`config.mk`:
```
export PLATFORM = sky130hd
export DESIGN_NAME = regfile_dump_reader
export DESIGN_NICKNAME = d
export VERILOG_FILES = /design/src/rtl/regfile_dump_reader.sv
export SDC_FILE = /design/constraint.sdc
export NUM_CORES = 1
export LEC_CHECK = 0
export ABC_CLOCK_PERIOD_IN_PS = 3200
export CORE_UTILIZATION = 40
export DETAILED_ROUTE_END_ITERATION = 10
export PLACE_DENSITY = 0.77
export SYNTH_ARGS = -nofsm -noshare
export SYNTH_HDL_FRONTEND = slang
export SYNTH_SLANG_ARGS = --single-unit
```
`constraint.sdc`:
```
create_clock -name clk -period 3.2 [get_ports clk]
set_input_delay 0.48 -clock clk [delete_from_list [all_inputs] [get_ports clk]]
set_output_delay 0.48 -clock clk [all_outputs]
set_load 0.01 [all_outputs]
```
`src/rtl/regfile_dump_reader.sv`:
```
// Halts the core and streams register-file entries 0..NREGS-1 over a valid/ready port.
// Define REGFILE_DUMP_CHECKSUM_EN to append an XOR checksum beat after the last register.
module regfile_dump_reader #(
  parameter int unsigned DBITS = 32,
  parameter int unsigned NREGS = 16,
  parameter int unsigned IBITS = 4
) (
  input  logic             clk,
  input  logic             reset_n,
  input  logic             start,
  output logic             halt_req,
  input  logic             halt_ack,
  output logic [IBITS-1:0] rd_idx,
  input  logic [DBITS-1:0] rd_data,
  output logic             out_valid,
  input  logic             out_ready,
  output logic [DBITS-1:0] out_data,
  output logic [IBITS-1:0] out_idx,
  output logic             out_last,
  output logic             busy,
  output logic             done
);

  localparam logic [IBITS-1:0] LastIdx = IBITS'(NREGS - 1);

`ifdef REGFILE_DUMP_CHECKSUM_EN
  typedef enum logic [2:0] {StIdle, StHalt, StLoad, StSend, StCsum, StDone} state_e;
  logic [DBITS-1:0] csum_q;
`else
  typedef enum logic [2:0] {StIdle, StHalt, StLoad, StSend, StDone} state_e;
`endif

  state_e           state_q;
  logic [IBITS-1:0] idx_q;

  assign rd_idx = idx_q;

  always_ff @(posedge clk or negedge reset_n) begin
    if (!reset_n) begin
      state_q   <= StIdle;
      idx_q     <= '0;
      halt_req  <= 1'b0;
      out_valid <= 1'b0;
      out_data  <= '0;
      out_idx   <= '0;
      out_last  <= 1'b0;
      busy      <= 1'b0;
      done      <= 1'b0;
`ifdef REGFILE_DUMP_CHECKSUM_EN
      csum_q    <= '0;
`endif
    end else begin
      case (state_q)
        StIdle: begin
          if (start) begin
            state_q  <= StHalt;
            idx_q    <= '0;
            halt_req <= 1'b1;
            busy     <= 1'b1;
`ifdef REGFILE_DUMP_CHECKSUM_EN
            csum_q   <= '0;
`endif
          end
        end
        StHalt: begin
          if (halt_ack) state_q <= StLoad;
        end
        StLoad: begin
          out_data  <= rd_data;
          out_idx   <= idx_q;
          out_valid <= 1'b1;
`ifdef REGFILE_DUMP_CHECKSUM_EN
          out_last  <= 1'b0;
          csum_q    <= csum_q ^ rd_data;
`else
          out_last  <= (idx_q == LastIdx);
`endif
          state_q   <= StSend;
        end
        StSend: begin
          if (out_ready) begin
            out_valid <= 1'b0;
            out_last  <= 1'b0;
            if (idx_q == LastIdx) begin
`ifdef REGFILE_DUMP_CHECKSUM_EN
              state_q <= StCsum;
`else
              state_q <= StDone;
              done    <= 1'b1;
`endif
            end else begin
              idx_q   <= idx_q + 1'b1;
              state_q <= StLoad;
            end
          end
        end
`ifdef REGFILE_DUMP_CHECKSUM_EN
        // First cycle presents the checksum beat; it then waits for acceptance.
        StCsum: begin
          if (!out_valid) begin
            out_data  <= csum_q;
            out_idx   <= LastIdx;
            out_valid <= 1'b1;
            out_last  <= 1'b1;
          end else if (out_ready) begin
            out_valid <= 1'b0;
            out_last  <= 1'b0;
            done      <= 1'b1;
            state_q   <= StDone;
          end
        end
`endif
        StDone: begin
          done     <= 1'b0;
          halt_req <= 1'b0;
          busy     <= 1'b0;
          idx_q    <= '0;
          state_q  <= StIdle;
        end
        default: state_q <= StIdle;
      endcase
    end
  end

endmodule

```
==> run_summary.xml <==
<?xml version="1.0" encoding="UTF-8"?>
<metrics>
  <group name="status">
    <metric name="status" unit="">finished clean</metric>
  </group>
  <group name="logic_synthesis">
    <metric name="dominant_cells_by_area_after_synthesis" unit="">dfrtp_1 (58%), mux2_4 (13%), mux2_2 (10%)</metric>
    <metric name="synthDistinctLibCells" unit="">31</metric>
    <metric name="post_synth.cell_area_avg" unit="µm²">15.1</metric>
    <metric name="synth_seq_area_share" unit="%">58.0</metric>
    <metric name="synth_top_cell_by_area" unit="">dfrtp_1</metric>
    <metric name="synth_warnings" unit="">0</metric>
    <metric name="synthDominantCellAreaShare" unit="%">58.0</metric>
    <metric name="post_synth_inst_count" unit="">134</metric>
    <metric name="postSynthNetCount" unit="">172</metric>
    <metric name="post_synth_instance_area" unit="µm²">2030</metric>
    <metric name="ys_ff_latch" unit="">47</metric>
  </group>
  <group name="grt">
    <metric name="globalRoute.totalOverflow" unit="">0</metric>
    <metric name="number_of_global_route_vias_before_repair" unit="">1300</metric>
    <metric name="gr-usage-all-layers" unit="%">15.5</metric>
    <metric name="grt_antenna_before_repair" unit="">0</metric>
    <metric name="grt_start_max_net_pins" unit="">48</metric>
    <metric name="grt_pass1_wl" unit="mm">6.21</metric>
  </group>
  <group name="floorplanning">
    <metric name="die-area" unit="µm²">5360</metric>
    <metric name="num_io_pins" unit="">82</metric>
    <metric name="floorplan.rows" unit="">25</metric>
    <metric name="die_h" unit="µm">73.2</metric>
    <metric name="fp.dieW" unit="µm">73.2</metric>
    <metric name="core_area" unit="µm²">4790</metric>
    <metric name="initial_core_utilization" unit="%">42.4</metric>
  </group>
  <group name="worst_setup_path">
    <metric name="worst-setup-path-type" unit="">flip-flop to output port</metric>
    <metric name="crit_chain" unit="">clkdlybuf4s50_1</metric>
    <metric name="r2r_setup_slack" unit="ns">1.41</metric>
    <metric name="cell_type_group_with_the_largest_total_delay_on_the_critical_path" unit="">buffers and inverters</metric>
    <metric name="cp_slowest_cell" unit="">clkdlybuf4s50_1</metric>
    <metric name="critPathCaptureType" unit="">output port</metric>
    <metric name="required" unit="ns">2.72</metric>
    <metric name="largest_driver_fanout_on_the_critical_path" unit="">8</metric>
    <metric name="register_to_register_path_depth" unit="">4</metric>
    <metric name="reg2reg_to" unit="">out_data[30]</metric>
    <metric name="timing.critical_path.arrival" unit="ns">1.40</metric>
    <metric name="critical-path-max-stage-delay" unit="ns">0.61</metric>
    <metric name="worst_setup_sp_type" unit="">flip-flop</metric>
    <metric name="critPathBufInv" unit="">1</metric>
    <metric name="r2r_start" unit="">state_q[2]</metric>
  </group>
  <group name="finish">
    <metric name="n_antenna_cell" unit="">0</metric>
    <metric name="share_of_layout_cells_above_drive_strength_1" unit="%">22.7</metric>
    <metric name="postLayoutCellArea" unit="µm²">2940</metric>
    <metric name="fin_nets" unit="">253</metric>
    <metric name="areaGrowthSynthToFinish" unit="%">45.2</metric>
  </group>
  <group name="drt">
    <metric name="drt_iter0_markers" unit="">82</metric>
    <metric name="wire_length_per_cell_after_detailed_routing" unit="µm">14.1</metric>
    <metric name="postRouteWirelength" unit="mm">3.98</metric>
    <metric name="num_vias" unit="">1336</metric>
    <metric name="postRouteAntennaNets" unit="">0</metric>
    <metric name="drtPass1Iterations" unit="">4</metric>
    <metric name="drc_errors" unit="">0</metric>
    <metric name="drt-vias-per-instance" unit="">4.72</metric>
  </group>
  <group name="sta">
    <metric name="clock.fmax" unit="MHz">532</metric>
    <metric name="hold_violations" unit="">0</metric>
    <metric name="max_slew.worst_pin.slew" unit="ns">0.985</metric>
    <metric name="post-route-min-period" unit="ns">1.88</metric>
    <metric name="grt_setup_unrepaired" unit="">no</metric>
    <metric name="slew_viol_final" unit="">0</metric>
    <metric name="timing.clock.skew" unit="ns">0.00224</metric>
    <metric name="timing.slew.headroom" unit="%">34.3</metric>
    <metric name="finalSetupViolCount" unit="">0</metric>
    <metric name="setup_tns" unit="ns">0</metric>
    <metric name="post-route-period-util" unit="%">58.8</metric>
  </group>
  <group name="clock_tree">
    <metric name="cts.hold.buffers_added" unit="">0</metric>
    <metric name="cts.sink_count" unit="">47</metric>
    <metric name="cts_post_setup_buffers_inserted" unit="">0</metric>
    <metric name="tritoncts" unit="">done</metric>
    <metric name="post_cts_resize_count" unit="">0</metric>
    <metric name="cts-buffers-inserted" unit="">5</metric>
    <metric name="cts.htree.levels" unit="">2</metric>
    <metric name="clkLatencyLatePin" unit="ns">0.29</metric>
    <metric name="max-clock-path-buffers" unit="">2</metric>
    <metric name="clock-root-buffer" unit="">clkbuf_8</metric>
    <metric name="cts_clock_pin_slew_for_the_worst_setup_and_hold_paths" unit="ns">0.08</metric>
  </group>
  <group name="hold_path">
    <metric name="hold_path.class" unit="">input pin to asynchronous set/reset pin</metric>
  </group>
  <group name="pwr">
    <metric name="clkPwrFrac" unit="%">14.3</metric>
    <metric name="pwr_density_cell" unit="nW/µm²">1050</metric>
    <metric name="power.internal" unit="mW">2.14</metric>
    <metric name="max-vdd-ir-drop" unit="V">0.000543</metric>
    <metric name="power.switching" unit="mW">0.964</metric>
    <metric name="p_comb_share" unit="%">50.1</metric>
    <metric name="power.leakage" unit="nW">1.27</metric>
    <metric name="power.sequential.fraction" unit="%">35.6</metric>
    <metric name="switching_part_of_the_total_power" unit="%">31.1</metric>
  </group>
  <group name="place">
    <metric name="globalplace.congestion" unit="">0.774</metric>
    <metric name="detailed_place_hpwl" unit="mm">2.69</metric>
    <metric name="io_buffer_count" unit="">81</metric>
    <metric name="detailed_place.area" unit="µm²">2830</metric>
  </group>
  <group name="flow_run">
    <metric name="maxCapViolations" unit="">0</metric>
  </group>
</metrics>
## per-layer routing
layer	GRT usage (%)	routed length, µm	up-vias
met5	0	0	-
met2	23.1	1860	48
li1	-	-	640
met1	20.8	1790	646
met4	3.27	12	0
met3	6.77	318	2
## area by class of cell
type / instances / area (µm²)
fillers: 366 / 1840
flip-flops and latches: 47 / 1180
repair buffers: 82 / 813
multi-input cells: 78 / 748
well taps: 67 / 83.8
clock buffers: 6 / 82.6
clock inverters: 2 / 35.0
inverters: 1 / 3.75
## state kept, by name, indices dropped and copies added, names as in the netlist
name,cells
out_last,1
out_idx,4
out_valid,1
done,1
state_q,3
out_data,32
busy,1
rd_idx,4
## worst max path at each step
stage	from	slack [ns]	depth (start not counted)	endpoint
6_report	rd_idx[2]	1.32	1	rd_idx[2]
3_3_place_gp	out_ready	1.44	4	rd_idx[1]
3_5_place_dp	out_ready	1.42	4	rd_idx[1]
5_1_grt	rd_idx[2]	1.27	1	rd_idx[2]
4_1_cts	rd_idx[2]	1.31	1	rd_idx[2]
2_1_floorplan	state_q[2]	1.79	6	out_data[10]
## Yosys cell counts
master	count
a211o_1	1
a21o_1	2
a21oi_1	4
a22o_1	1
a31o_2	1
a31oi_1	1
a32o_1	1
a41oi_1	1
and3_1	2
and4b_1	1
buf_12	3
buf_2	1
buf_4	3
buf_6	1
dfrtp_1	47
ha_1	1
inv_1	1
mux2_2	18
mux2_4	18
mux2i_1	2
nand2_1	6
nand2b_1	1
nand2b_4	1
nand3_1	3
nand3b_1	1
nand4b_1	1
nor2_1	5
nor2_4	1
nor2b_1	1
o21ai_0	3
o32ai_1	1
## metrics by stage
stage	total power, mW	util (%)	hold slack, ns	worst slack [ns]	std cells
5_1_grt	3.28	61.5	0.450	1.27	283
3_5_place_dp	2.67	59.0	0.469	1.42	275
6_report	3.10	61.5	0.346	1.32	283
3_3_place_gp	2.65	59.0	0.466	1.44	275
2_1_floorplan	2.05	-	0.184	1.79	134
4_1_cts	3.14	61.5	0.395	1.31	283
## cell families after synthesis
kind of cell	synth area share, %
adders and majority gates	0.617
DFF	58.0
muxes	24.3
buffers and inverters	5.06
and+or+nand+nor	6.54
AOI/OAI and AO/OA	5.43
## power groups by stage
stage	sequential, mW	combinational [mW]	clock (mW)
3_3_place_gp	1.10	1.55	0
5_1_grt	1.14	1.65	0.482
3_5_place_dp	1.11	1.56	0
2_1_floorplan	1.19	0.853	0
6_report	1.10	1.55	0.445
4_1_cts	1.11	1.57	0.458
## cells in the final DEF (no fill, tap or decap)
cell type,count
buf_2,1
nand3_1,3
clkinv_2,1
o32ai_1,1
nand4b_1,1
nand2_1,6
o21ai_0,3
a31o_2,1
a22o_1,1
inv_1,1
mux2i_1,2
nor2_1,5
a211o_1,1
clkbuf_8,6
a21oi_1,4
nor2_4,1
and3_1,2
dfrtp_1,47
and4b_1,1
buf_4,1
nor2b_1,1
mux2_2,18
a21o_1,2
mux2_4,18
nand2b_4,1
clkdlybuf4s50_1,80
nand2b_1,1
ha_1,1
nand3b_1,1
bufinv_16,1
a32o_1,1
a31oi_1,1
a41oi_1,1
(Power assumes the default switching activity.)
